$ cat src/rtl/tick_timer_sched.sv
// Multi-channel countdown scheduler sharing the 1 s tick among NUM_CH timers.
// Expiries are merged per channel and serialised by a round-robin arbiter.
module tick_timer_sched #(
    parameter int  NUM_CH   = 4,
    parameter int  PERIOD_W = 8,
    localparam int CH_W     = $clog2(NUM_CH)
) (
    input  logic                clk,
    input  logic                rst,
    input  logic                tick_in,
    input  logic                cfg_valid,
    output logic                cfg_ready,
    input  logic [CH_W-1:0]     cfg_ch,
    input  logic [1:0]          cfg_cmd,
    input  logic [PERIOD_W-1:0] cfg_period,
    output logic [NUM_CH-1:0]   active,
    output logic [NUM_CH-1:0]   expire,
    output logic [NUM_CH-1:0]   ovf,
    output logic                evt_valid,
    input  logic                evt_ready,
    output logic [CH_W-1:0]     evt_ch
);
    localparam logic [0:0] ST_IDLE = 1'b0;
    localparam logic [0:0] ST_RUN  = 1'b1;

    // Handshakes: a transfer happens on a rising clk edge where valid and ready
    // are both high; valid, once raised, holds its payload until that edge.
    logic                              r_cfg_ready;
    logic [NUM_CH-1:0]                 r_state;
    logic [NUM_CH-1:0]                 r_periodic;
    logic [NUM_CH-1:0][PERIOD_W-1:0]   r_count;
    logic [NUM_CH-1:0][PERIOD_W-1:0]   r_period;
    logic [NUM_CH-1:0]                 r_expire;
    logic [NUM_CH-1:0]                 r_pending;
    logic [NUM_CH-1:0]                 r_ovf;
    logic                              r_evt_valid;
    logic [CH_W-1:0]                   r_evt_ch;
    logic [CH_W-1:0]                   r_ptr;

    logic                              w_cfg_fire;
    logic                              w_cfg_start;
    logic                              w_evt_fire;
    logic [NUM_CH-1:0]                 w_consume;
    logic [NUM_CH-1:0]                 w_cmd_clr;
    logic [NUM_CH-1:0]                 w_pend_next;
    logic [NUM_CH-1:0]                 w_ovf_set;
    logic [CH_W-1:0]                   w_ptr;
    logic [CH_W-1:0]                   w_idx;
    logic [CH_W-1:0]                   w_pick;
    logic                              w_found;

    assign w_cfg_fire  = cfg_valid & r_cfg_ready;
    assign w_cfg_start = (cfg_cmd == 2'b01 || cfg_cmd == 2'b10) && (cfg_period != '0);
    assign w_evt_fire  = r_evt_valid & evt_ready;

    always_comb begin
        w_consume = '0;
        w_cmd_clr = '0;
        if (w_evt_fire) w_consume[r_evt_ch] = 1'b1;
        if (w_cfg_fire) w_cmd_clr[cfg_ch] = 1'b1;
    end

    // A channel consumed and re-expiring in the same clk keeps its pending bit without overflow.
    assign w_pend_next = (r_pending & ~w_consume) | r_expire;
    assign w_ovf_set   = r_expire & r_pending & ~w_consume;
    assign w_ptr       = !w_evt_fire ? r_ptr :
                         (r_evt_ch == CH_W'(NUM_CH - 1)) ? '0 : r_evt_ch + CH_W'(1);

    always_comb begin
        w_found = 1'b0;
        w_pick  = '0;
        w_idx   = '0;
        for (int k = 0; k < NUM_CH; k++) begin
            w_idx = CH_W'((int'(w_ptr) + k) % NUM_CH);
            if (!w_found && w_pend_next[w_idx]) begin
                w_found = 1'b1;
                w_pick  = w_idx;
            end
        end
    end

    // Per-channel IDLE/RUN FSM; an accepted command masks the tick for its own channel only.
    always_ff @(posedge clk or posedge rst) begin
        if (rst) begin
            r_cfg_ready <= 1'b0;
            r_state     <= '0;
            r_periodic  <= '0;
            r_count     <= '0;
            r_period    <= '0;
            r_expire    <= '0;
        end else begin
            r_cfg_ready <= 1'b1;
            for (int c = 0; c < NUM_CH; c++) begin
                r_expire[c] <= 1'b0;
                if (w_cfg_fire && cfg_ch == CH_W'(c)) begin
                    if (w_cfg_start) begin
                        r_state[c]    <= ST_RUN;
                        r_count[c]    <= cfg_period;
                        r_period[c]   <= cfg_period;
                        r_periodic[c] <= cfg_cmd[1];
                    end else begin
                        r_state[c] <= ST_IDLE;
                        r_count[c] <= '0;
                    end
                end else if (tick_in && r_state[c] == ST_RUN) begin
                    if (r_count[c] == PERIOD_W'(1)) begin
                        r_expire[c] <= 1'b1;
                        if (r_periodic[c]) begin
                            r_count[c] <= r_period[c];
                        end else begin
                            r_state[c] <= ST_IDLE;
                            r_count[c] <= '0;
                        end
                    end else begin
                        r_count[c] <= r_count[c] - PERIOD_W'(1);
                    end
                end
            end
        end
    end

    always_ff @(posedge clk or posedge rst) begin
        if (rst) begin
            r_pending   <= '0;
            r_ovf       <= '0;
            r_evt_valid <= 1'b0;
            r_evt_ch    <= '0;
            r_ptr       <= '0;
        end else begin
            r_pending <= w_pend_next;
            r_ovf     <= (r_ovf | w_ovf_set) & ~w_cmd_clr;
            r_ptr     <= w_ptr;
            if (!r_evt_valid || w_evt_fire) begin
                r_evt_valid <= w_found;
                r_evt_ch    <= w_pick;
            end
        end
    end

    assign cfg_ready = r_cfg_ready;
    assign active    = r_state;
    assign expire    = r_expire;
    assign ovf       = r_ovf;
    assign evt_valid = r_evt_valid;
    assign evt_ch    = r_evt_ch;

endmodule

$ cat config.mk
export PLATFORM = sky130hd
export DESIGN_NAME = tick_timer_sched
export DESIGN_NICKNAME = d
export VERILOG_FILES = /design/src/rtl/tick_timer_sched.sv
export SDC_FILE = /design/constraint.sdc
export NUM_CORES = 1
export LEC_CHECK = 0
export CORE_MARGIN = 5
export CORE_UTILIZATION = 64
export DETAILED_ROUTE_END_ITERATION = 10
export PLACE_DENSITY = 0.84
export SLEW_MARGIN = 10
export SYNTH_ARGS = -nofsm -noshare
export SYNTH_HDL_FRONTEND = slang
export SYNTH_SLANG_ARGS = --single-unit
$ cat constraint.sdc
create_clock -name clk -period 4.95 [get_ports clk]
set_clock_uncertainty 0.2 [all_clocks]
set_input_delay 0.495 -clock clk [delete_from_list [all_inputs] [get_ports clk]]
set_output_delay 0.495 -clock clk [all_outputs]
set_load 0.02 [all_outputs]
# --- After elaboration in Yosys (flattened, before gate mapping) ---
# Cells that the tools add are included.
totals:
  reg_bits: 90
  elab_cells: 171
classes:
  order_cmp: 8
  reduce_logical: 38
  n_addsub: 8
  n_eq_ne: 14
  bitwise_logic: 10
  n_mux: 70
op_table:
  columns: ["operator", "n"]
  rows:
  - ["$mux W8", 17]
  - ["$mux W1", 39]
  - ["$eq A8 B1 Y1 const B", 4]
  - ["$sub A8 B1 Y8 const B", 4]
  - ["$lt A2 B3 Y1 const B", 6]
  - ["$and A4 B4 Y4", 4]
  - ["$reduce_bool A2 Y1", 8]
  - ["$logic_and A1 B1 Y1", 14]
  - ["$mux W2", 6]
  - ["$reduce_and A3 Y1", 4]
  - ["$bmux W1 S2", 4]
  - ["$eq A2 B2 Y1 const B", 4]
  - ["$mux W4", 2]
  - ["$ne A2 B1 Y1 const B", 4]
  - ["$not A4 Y4", 2]
  - ["$or A4 B4 Y4", 2]
  - ["$reduce_and A2 Y1", 4]
  - ["$reduce_bool A8 Y1", 1]
  - ["$add A2 B1 Y2 const B", 2]
  - ["$add A2 B2 Y2 const B", 2]
  - ["$demux W1 S2", 2]
  - ["$eq A2 B1 Y1 const B", 2]
  - ["$ge A2 B1 Y1 const B", 2]
  - ["$logic_not A1 Y1", 4]
  - ["3 further kinds", 5]

# --- Longest topological paths before layout ---
# Gate-level depths: netlist of run 1.
depth:
  word_depth: 20
  ltp_mapped: 8
  ltp_nobuf: 8

# --- Least setup slack after synthesis of run 1 ---
# OpenSTA, ideal clock, no wires.
synth_path:
  kind: "reg-to-reg"
  startpoint: "register r_evt_ch[0] (netlist: evt_ch[0])"
  endpoint: "register r_evt_valid (netlist: evt_valid)"
  synth_period_minus_slack_ns: 2.173
  path_stages_with_launch: 8
  arrival_ns: 1.855
  path_buffers: 0
  slack_ns: 2.777
  path_cell_list: "dfrtp_1 > inv_1 > ha_1 > mux2i_4 > inv_1 > nor4_1 > a22oi_1 > a21o_1"
synth_via:
  elab_cells_between_ends: 34
  cone_classes: "add/sub (4); order compare (2); eq/ne (1); mux (17); bitwise (3); reduce/logical (7)"
synth_lines:
  columns: ["element", "line", "source"]
  rows:
  - ["start: declaration", "37", "logic [CH_W-1:0] r_evt_ch;"]
  - ["start signal: assignment", "135", "r_evt_ch <= w_pick;"]
  - ["$add A2 B1 Y2 / $eq A2 B2 Y1 (equally long branches)", "67", "(r_evt_ch == CH_W'(NUM_CH - 1)) ? '0 : r_evt_ch + CH_W'(1);"]
  - ["$mux W2 (*)", "67", null]
  - ["$mux W2 (*)", "66", "assign w_ptr = !w_evt_fire ? r_ptr :"]
  - ["via w_ptr[1]", "47", "logic [CH_W-1:0] w_ptr;"]
  - ["branches (longest 11 deep; another with $add A2 B1 Y2)", null, null]
  - ["$mux W1 (*)", "75", "if (!w_found && w_pend_next[w_idx]) begin"]
  - ["end signal: assignment", "134", "r_evt_valid <= w_found;"]
  - ["end: declaration", "36", "logic r_evt_valid;"]
# Mark *: on every way through the listed nets, which the timed path passes. The select of a mux whose other input is x is not followed.
# A chain may end at the register's enable or synchronous reset.

# --- Worst setup path after layout of run 1 ---
layout_path:
  startpoint: "input port cfg_valid"
  endpoint: "register r_count[14] (netlist bit)"
layout_via:
  elab_chain_cells: 3
  elab_cells_between_ends: 4
  cone_classes: "mux (1); bitwise (1); reduce/logical (2)"
layout_rtl:
  columns: ["element", "line", "source"]
  rows:
  - ["start: declaration", "11", "input logic cfg_valid,"]
  - ["$and A1 B1 Y1 (*)", "52", "assign w_cfg_fire = cfg_valid & r_cfg_ready;"]
  - ["$logic_and A1 B1 Y1 (*)", "95", "if (w_cfg_fire && cfg_ch == CH_W'(c)) begin"]
  - ["$mux W8 / $reduce_bool A2 Y1 (equally long branches)", null, null]
  - ["end signal: indexed assignment", "98", "r_count[c] <= cfg_period;"]
  - ["end signal: indexed assignment", "109", "r_count[c] <= r_period[c];"]
  - ["end signal: indexed assignment", "115", "r_count[c] <= r_count[c] - PERIOD_W'(1);"]
  - ["end: declaration", "31", "logic [NUM_CH-1:0][PERIOD_W-1:0] r_count;"]
# Every way passes the cells marked *; elsewhere a longest branch is shown, timed or not.

==> results of run 1 <==
## cell usage in the layout, fill, tap and decap left out, types with 6 or more instances in the layout
cell type,synthesis,routed
xnor2_1,9,9
nand2b_1,6,6
clkdlybuf4s50_1,0,32
nor3_1,16,16
o22ai_1,7,7
inv_1,21,20
clkbuf_8,0,11
a311oi_1,6,6
and3_1,8,8
nand3_1,16,16
ha_1,12,12
and2_1,9,9
dfrtp_1,90,90
a21oi_1,22,22
nor3b_1,6,6
a31oi_1,22,22
nor2_1,39,39
o21ai_0,35,35
nand2_1,126,126
## registers in the layout (all words and copies together) (netlist names)
name and count:
evt_ch 2, r_pending 4, r_period 32, ovf 4, active 4, r_count 32
evt_valid 1, r_ptr 2, cfg_ready 1, r_periodic 4, expire 4
## cell type report
| class | count | area, sq um |
|---|---|---|
| Clock buffer | 13 | 159 |
| Fill cell | 548 | 1960 |
| Inverter | 22 | 83.8 |
| Multi-Input combinational cell | 418 | 2420 |
| Sequential cell | 90 | 2250 |
| Tap cell | 99 | 124 |
| Timing Repair Buffer | 34 | 335 |
## worst max-delay path, stage by stage
cell,delay [ps]
clkdlybuf4s50_1,540
nand2_1,110
nor3b_1,730
and2_1,460
nand2_1,140
a31oi_1,200
## power breakdown
group	internal [mW]	switching (mW)
clock	0.202	0.234
sequential	0.962	0.265
combinational	0.467	0.574
## logic make-up (layout without fill, tap and decap cells)
kind of cell / Yosys count / in the layout / synth area share [%]
other cells: 1 / 1 / 0.0773
buf+inv: 42 / 69 / 3.74
mux: 5 / 5 / 1.57
simple gates: 256 / 256 / 25.2
compound gates: 132 / 132 / 17.5
fa+ha+maj: 12 / 12 / 3.10
flops: 90 / 90 / 46.4
xor+xnor: 12 / 12 / 2.32
## stage by stage
stage	cells	instance area (sq um)	setup WS (ps)	hold WS, ps	util [%]
floorplan	550	4850	1920	238	-
global placement	663	5210	2190	254	71.1
detailed placement	663	5210	2120	259	71.1
CTS	676	5370	2460	278	73.3
global route	676	5370	2200	305	73.3
finish	676	5370	2340	275	73.3
## layer usage
metal | track usage (%) | vias up | part of all wire [%]
met5 | 0 | - | 0
met4 | 9.72 | 0 | 3.0
met3 | 6.82 | 31 | 8.6
met2 | 40.8 | 200 | 47
met1 | 35.6 | 2078 | 42
li1 | - | 2000 | -
## path summary, 6_finish.rpt
| check | start | end | depth (start not counted) |
|---|---|---|---|
| max in group asynchronous | rst | expire[2]$_DFF_PP0_ | 3 |
| min in group asynchronous | rst | r_count[7]$_DFFE_PP0P_ | 2 |
| worst min-delay path | r_period[10]$_DFFE_PP0P_ | r_period[10]$_DFFE_PP0P_ | 2 |
| worst max register to register | r_count[28]$_DFFE_PP0P_ | r_count[26]$_DFFE_PP0P_ | 5 |
| worst min register to register | r_period[10]$_DFFE_PP0P_ | r_period[10]$_DFFE_PP0P_ | 2 |
| worst max-delay path | cfg_valid | r_count[14]$_DFFE_PP0P_ | 6 |
==> flow_summary.ini, run 1 <==
[run_status]
status = complete, no violations

[logic_synthesis]
synth_warnings = 0
synth.distinct_cells = 62
synth_ff_type = dfrtp_1
avgSynthCellArea_sq_um = 8.82
synthTopCellsByCount = nand2_1, dfrtp_1, nor2_1
post-synth-top-count-cell = nand2_1
async_reset_ff_share_pct = 100
syn-num-nets = 579
netlist.top_cell.by_area = dfrtp_1
synthCells = 550
synth_top_area_share_pct = 46.4
synth_area_sq_um = 4850
synth-edff-count = 0
seq_area_frac_synth_pct = 46.4
synth-seq-cells = 90
synthTopCellsByArea = dfrtp_1, nand2_1, o21ai_0

[place]
dp_hpwl_um = 8480
port_buffers = 32
gp_congestion = 0.975

[layout]
syn_to_final_growth_pct = 10.7
drive_above_1_share_pct = 5.55
fin_nets = 604
diodes = 0

[die]
design.die.area_sq_um = 9420
start_util_pct = 66.2
die_h_um = 97.1
die_width_um = 97.1
ioPinCount = 33
rows = 31
core_sq_um = 7330

[global_routing]
grt_pass1_vias = 4150
grt_max_degree = 61
grt-ovfl-total = 0
grtUsageTotal_pct = 26.2
grt_pass1_wl_um = 20300
antenna_found_initial = 0

[detailed_routing]
dr_total_vias = 4309
drtIter0Drc = 305
ant_nets = 0
drt_wl_total_um = 12000
vias_per_cell = 6.37
dr.pass1.iters = 5
wire_per_inst_um = 17.8
drc = 0

[sta]
drv_slew = 0
fmax_mhz = 384
finalHoldViolCount = 0
finalSetupViolations = 0
period_needed_ps = 2610
worst_pin_slew_ps = 1040
timing.final.crit_share_pct = 52.6
setup-tns-final_ps = 0
rsz0062_at_grt = no
relSlewSlack_pct = 30.5

[clock_network]
htree_levels = 3
postCtsSetupBuffers = 0
cts_resized = 0
cts.sinks = 90
clk_pin_slew_ps = 80
root_buffer = clkbuf_8
cts_tree = done
clk_path_buf_depth = 2
clock_latency_ps = 350
cts_buffers = 9
holdBufCountCts = 0

[pwr]
leakagePower_nw = 2.41
p_per_area_nw_per_um2 = 503
peakVddDrop_v = 0.000226
power_mw = 2.70

[job]
max-cap-violations = 0

[hold_path]
min_path_type = reg -> reg

[worst_setup_path]
worstSetupPathType = in -> reg
arrival_ps = 2680
path_max_fanout = 9
cp.required_ps = 5030
worst_setup_path_end_kind = flip-flop
critPathLaunchType = input port
rrSetupSlack_ps = 2500
(Power assumes the default switching activity.)
==> run 2, diff against run 1 <==
- CORE_UTILIZATION: 64 -> 53
- PLACE_DENSITY: 0.84 -> 0.74
- clock period: 4.95 -> 2.3 ns (I/O delays scaled with it)
==> run 2 against run 1 <==
Net effect: total power rose by 120%; clock power up 140%; count of clock-buffer cells in the layout fell by 3; first-iteration DRC count is 18% lower; via count increased by 1.2%; largest cell class unchanged; highest routed layer unchanged.
==> flow_summary.ini, run 2 (same netlist as run 1, synthesis figures left out) <==
[die]
ioPinCount = 33
die_width_um = 106
core_sq_um = 9060
die_h_um = 106
rows = 35
design.die.area_sq_um = 11200
start_util_pct = 53.5

[clock_network]
clk_pin_slew_ps = 100
root_buffer = clkbuf_8
cts_tree = done
cts.sinks = 90
postCtsSetupBuffers = 0
clock_latency_ps = 370
htree_levels = 3
cts_buffers = 9
clk_path_buf_depth = 2

[run_status]
status = complete, no violations

[worst_setup_path]
slowest_stage = or4_4
path_max_fanout = 4
critPathLaunchType = flip-flop
crit_chain = or4_4 -> nor3_2 -> buf_4 -> nand4_1 -> o31a_1 -> a31oi_1
worst_setup_path_end_kind = flip-flop
cp.required_ps = 2390
worstSetupPathType = reg -> reg
worst-path-buf-inv = 1
slowest_delay_ps = 560
arrival_ps = 2240
crit_family = simple AND/OR/NAND/NOR gates

[place]
dp_cells = 712
dp_hpwl_um = 9050
port_buffers = 32
gp_congestion = 0.970
placed_area_sq_um = 5530

[job]
max-cap-violations = 0

[detailed_routing]
dr_total_vias = 4362
wire_per_inst_um = 16.9
drt_wl_total_um = 12300
drc = 0
vias_per_cell = 5.98
ant_nets = 0
dr.pass1.iters = 4
drtIter0Drc = 249

[layout]
reg_top3 = r_count x32, r_period x32
fin_nets = 642
final_common_cell = nand2_1
drive_above_1_share_pct = 12.0
syn_to_final_growth_pct = 18.2
final_cells = 729
diodes = 0
final_cell_mix = nand2_1, dfrtp_1, nor2_1
design_area_sq_um = 5730

[hold_path]
min_path_type = reg -> reg

[sta]
hold-worst-slack_ps = 278
rsz0062_at_grt = no
drv_slew = 0
fmax_mhz = 466
relSlewSlack_pct = 63.3
setup-tns-final_ps = 0
worst_pin_slew_ps = 545
period_needed_ps = 2150
finalHoldViolCount = 0
finalSetupViolations = 0
timing.final.crit_share_pct = 93.4

[pwr]
combPwrFrac_pct = 39.1
switching_share_pct = 40.5
leakagePower_nw = 2.61
p_per_area_nw_per_um2 = 1050
p_seq_share_pct = 43.8
intPower_mw = 3.60
peakVddDrop_v = 0.000599
pwr-share-clk_pct = 17.1
power_switching_mw = 2.45

[global_routing]
grt_pass1_vias = 4271
antenna_found_initial = 0
grtUsageTotal_pct = 23.3
grt_max_degree = 53
grt_pass1_wl_um = 21000
grt-ovfl-total = 0
## run 2: cell types whose count changed in the layout (fill, tap and decap cells not counted), sizes merged
cell / previous run / this run
dlygate4sd3: 0 / 1
inv: 21 / 26
clkinvlp: 0 / 2
clkinv: 1 / 0
clkbuf: 13 / 10
buf: 2 / 39
## run 2: path summary, 6_finish.rpt
| kind | start | end | slack [ps] | cells past startpoint |
|---|---|---|---|---|
| max in group asynchronous | rst | r_period[7]$_DFFE_PP0P_ | 720 | 4 |
| worst min-delay path | r_period[18]$_DFFE_PP0P_ | r_period[18]$_DFFE_PP0P_ | 280 | 2 |
| worst min register to register | r_period[18]$_DFFE_PP0P_ | r_period[18]$_DFFE_PP0P_ | 280 | 2 |
| min in group asynchronous | rst | r_count[19]$_DFFE_PP0P_ | 530 | 3 |
| worst max-delay path | r_count[28]$_DFFE_PP0P_ | r_count[24]$_DFFE_PP0P_ | 150 | 6 |
| worst max register to register | r_count[28]$_DFFE_PP0P_ | r_count[24]$_DFFE_PP0P_ | 150 | 6 |
## run 2: stage by stage
stage                     total power [mW]  utilization, %  setup WS [ps]
after global placement                4.89            61.0          -25.3
after detailed placement              4.99            61.0          -84.9
after CTS                             6.03            63.1            107
final                                 6.05            63.2            152
after global routing                  6.54            63.2           6.67
after floorplan                       4.25               -            127
## run 2: worst min-delay path: stages (launching register included)
cell	delay, ps
dfrtp_1	340
nand2_1	50
nand2_1	60
## run 2: metal layers
metal	GRT usage [%]	part of all wire [%]	vias to the layer above
li1	-	-	2085
met1	31.7	44	2096
met2	37.3	47	159
met3	6.06	7.1	22
met4	5.92	1.8	0
met5	0	0	-
## run 2: final cells by class
| type | instances | area (sq um) |
|---|---|---|
| tap | 111 | 139 |
| clock buffer | 10 | 128 |
| inverter | 22 | 86.3 |
| sequential | 90 | 2250 |
| clock inverter | 6 | 53.8 |
| multi-input combinational | 418 | 2430 |
| fill | 772 | 3330 |
| timing repair buffer | 72 | 648 |
## run 2: power by group through the flow
stage	combinational (mW)	sequential, mW	clock, mW
2_1_floorplan	1.72	2.53	0
5_1_grt	2.67	2.73	1.14
3_5_place_dp	2.33	2.66	0
3_3_place_gp	2.25	2.64	0
6_report	2.36	2.65	1.03
4_1_cts	2.35	2.63	1.05
## run 2: timing repair
item	in CTS	in global routing
gates resized for setup	0	3
endpoints found under the setup margin	0	4
hold buffers	1	0
hold endpoints to repair	8	0
==> run 3, diff against run 2 <==
- CELL_PAD_IN_SITES_DETAIL_PLACEMENT: not set -> 0
- CELL_PAD_IN_SITES_GLOBAL_PLACEMENT: not set -> 1
- CORE_MARGIN: 5 -> not set
- CORE_UTILIZATION: 53 -> 41
- PLACE_DENSITY: 0.74 -> 0.87
==> run 3 against run 2 <==
Net effect: sequential share of layout area fell by 1.3 points; non-clock buffer count is 2 higher; first-iteration DRC count decreased by 22%.
==> flow_summary.ini, run 3 (same netlist as run 1, synthesis figures left out) <==
[clock_network]
clk_path_buf_depth = 2
root_buffer = clkbuf_16
htree_levels = 3
clk_pin_slew_ps = 60
cts_tree = done
holdBufCountCts = 0
cts.sinks = 90
clock_latency_ps = 350
cts_buffers = 9

[layout]
drive_above_1_share_pct = 12.8
reg_top3 = r_count x32, r_period x32
regArea_sq_um = 2250
final_cells = 762
final_cell_mix = nand2_1, dfrtp_1, nor2_1, buf_4, o21ai_0
multi_input_area_sq_um = 2440
fin_nets = 644
diodes = 0
utilization_pct = 51.7
syn_to_final_growth_pct = 22.3
final.fill_count = 1052
final_common_cell = nand2_1

[worst_setup_path]
cp.required_ps = 2380
slowest_delay_ps = 490
rrSetupSlack_ps = 100
worst-path-buf-inv = 2
worst_setup_path_end_kind = flip-flop
worstSetupPathType = reg -> reg
crit_chain = inv_1 -> ha_1 -> mux2i_4 -> buf_4 -> mux4_2 -> nand2_1 -> a21o_1
arrival_ps = 2290
crit_family = multiplexers
critPathLaunchType = flip-flop
slowest_stage = mux4_2
path_max_fanout = 6

[detailed_routing]
dr.pass1.iters = 4
vias_per_cell = 5.69
wire_per_inst_um = 16.6
dr_total_vias = 4333
drtIter0Drc = 193
drt_wl_total_um = 12600
drc = 0
ant_nets = 0

[global_routing]
grt_pass1_wl_um = 21000
grt_max_degree = 49
grtUsageTotal_pct = 21.6
grt_pass1_vias = 4114
grt-ovfl-total = 0
antenna_found_initial = 0

[place]
port_buffers = 32
gp_congestion = 0.869
dp_cells = 745
dp_hpwl_um = 9110

[die]
rows = 39
start_util_pct = 42.3
ioPinCount = 33
die_width_um = 111
design.die.area_sq_um = 12300
core_sq_um = 11500
die_h_um = 111

[pwr]
leakagePower_nw = 2.68
power_mw = 6.56
peakVddDrop_v = 0.000509
p_per_area_nw_per_um2 = 1110

[sta]
finalSetupViolations = 0
finalHoldViolCount = 0
timing.final.crit_share_pct = 95.8
drv_slew = 0
period_needed_ps = 2200
fmax_mhz = 454

[job]
max-cap-violations = 0

[hold_path]
min_path_type = in -> async

[run_status]
status = complete, no violations
[run 3: cell types whose count changed in the layout (fill, tap and decap cells not counted), moves of 2 or more]
cell	before	now
clkbuf_16	0	9
clkbuf_8	9	1
buf_4	37	39
inv_6	4	1
[run 3: stage by stage]
stage	setup TNS [ps]	hold WS [ps]	setup WS, ps	area (sq um)
after floorplan	0	135	127	4850
after global placement	0	250	9.04	5590
after detailed placement	-45.0	261	-43.6	5590
after CTS	0	58.8	45.0	5890
after global routing	-10.0	72.9	-10.0	5930
final	0	46.4	95.5	5930
[run 3: area by class of cell]
type	instances	share of cell area, %
multi-input cells	418	41.1
flip-flops and latches	90	38.0
repair buffers	74	11.4
clock buffers	10	4.03
well taps	143	3.02
inverters	22	1.46
clock inverters	5	1.05
[run 3: worst reg2reg max path: stages (launching register included)]
cell	delay (ps)
dfrtp_1	410
inv_1	100
ha_1	340
mux2i_4	260
buf_4	170
mux4_2	490
nand2_1	100
a21o_1	90
[run 3: per-layer routing]
metal	part of all wire, %	up-vias	track usage [%]
met5	0	-	0
met4	1.5	0	6.40
met3	5.1	14	4.70
met2	48	126	33.7
met1	46	2102	30.2
li1	-	2091	-
[run 3: path summary, 6_finish.rpt]
| kind | cells after the start | endpoint | start |
|---|---|---|---|
| max in group asynchronous | 3 | r_period[16]$_DFFE_PP0P_ | rst |
| worst min-delay path | 2 | r_count[25]$_DFFE_PP0P_ | rst |
| worst max register to register | 7 | evt_valid$_DFFE_PP0P_ | evt_ch[0]$_DFFE_PP0P_ |
| min in group clk | 2 | r_period[20]$_DFFE_PP0P_ | r_period[20]$_DFFE_PP0P_ |
| worst min register to register | 2 | r_period[20]$_DFFE_PP0P_ | r_period[20]$_DFFE_PP0P_ |
| worst max-delay path | 7 | evt_valid$_DFFE_PP0P_ | evt_ch[0]$_DFFE_PP0P_ |
[run 3: what timing repair did]
| item | CTS | global route |
|---|---|---|
| buffers inserted | 0 | 2 |
| setup endpoints to repair | 0 | 12 |
| resized for setup | 0 | 5 |
| hold endpoints to repair | 0 | 0 |
[run 3: power breakdown]
group	internal (mW)	switching [mW]	leakage, nW
clock	0.871	0.623	0.141
combinational	1.15	1.28	1.42
sequential	2.07	0.565	1.13
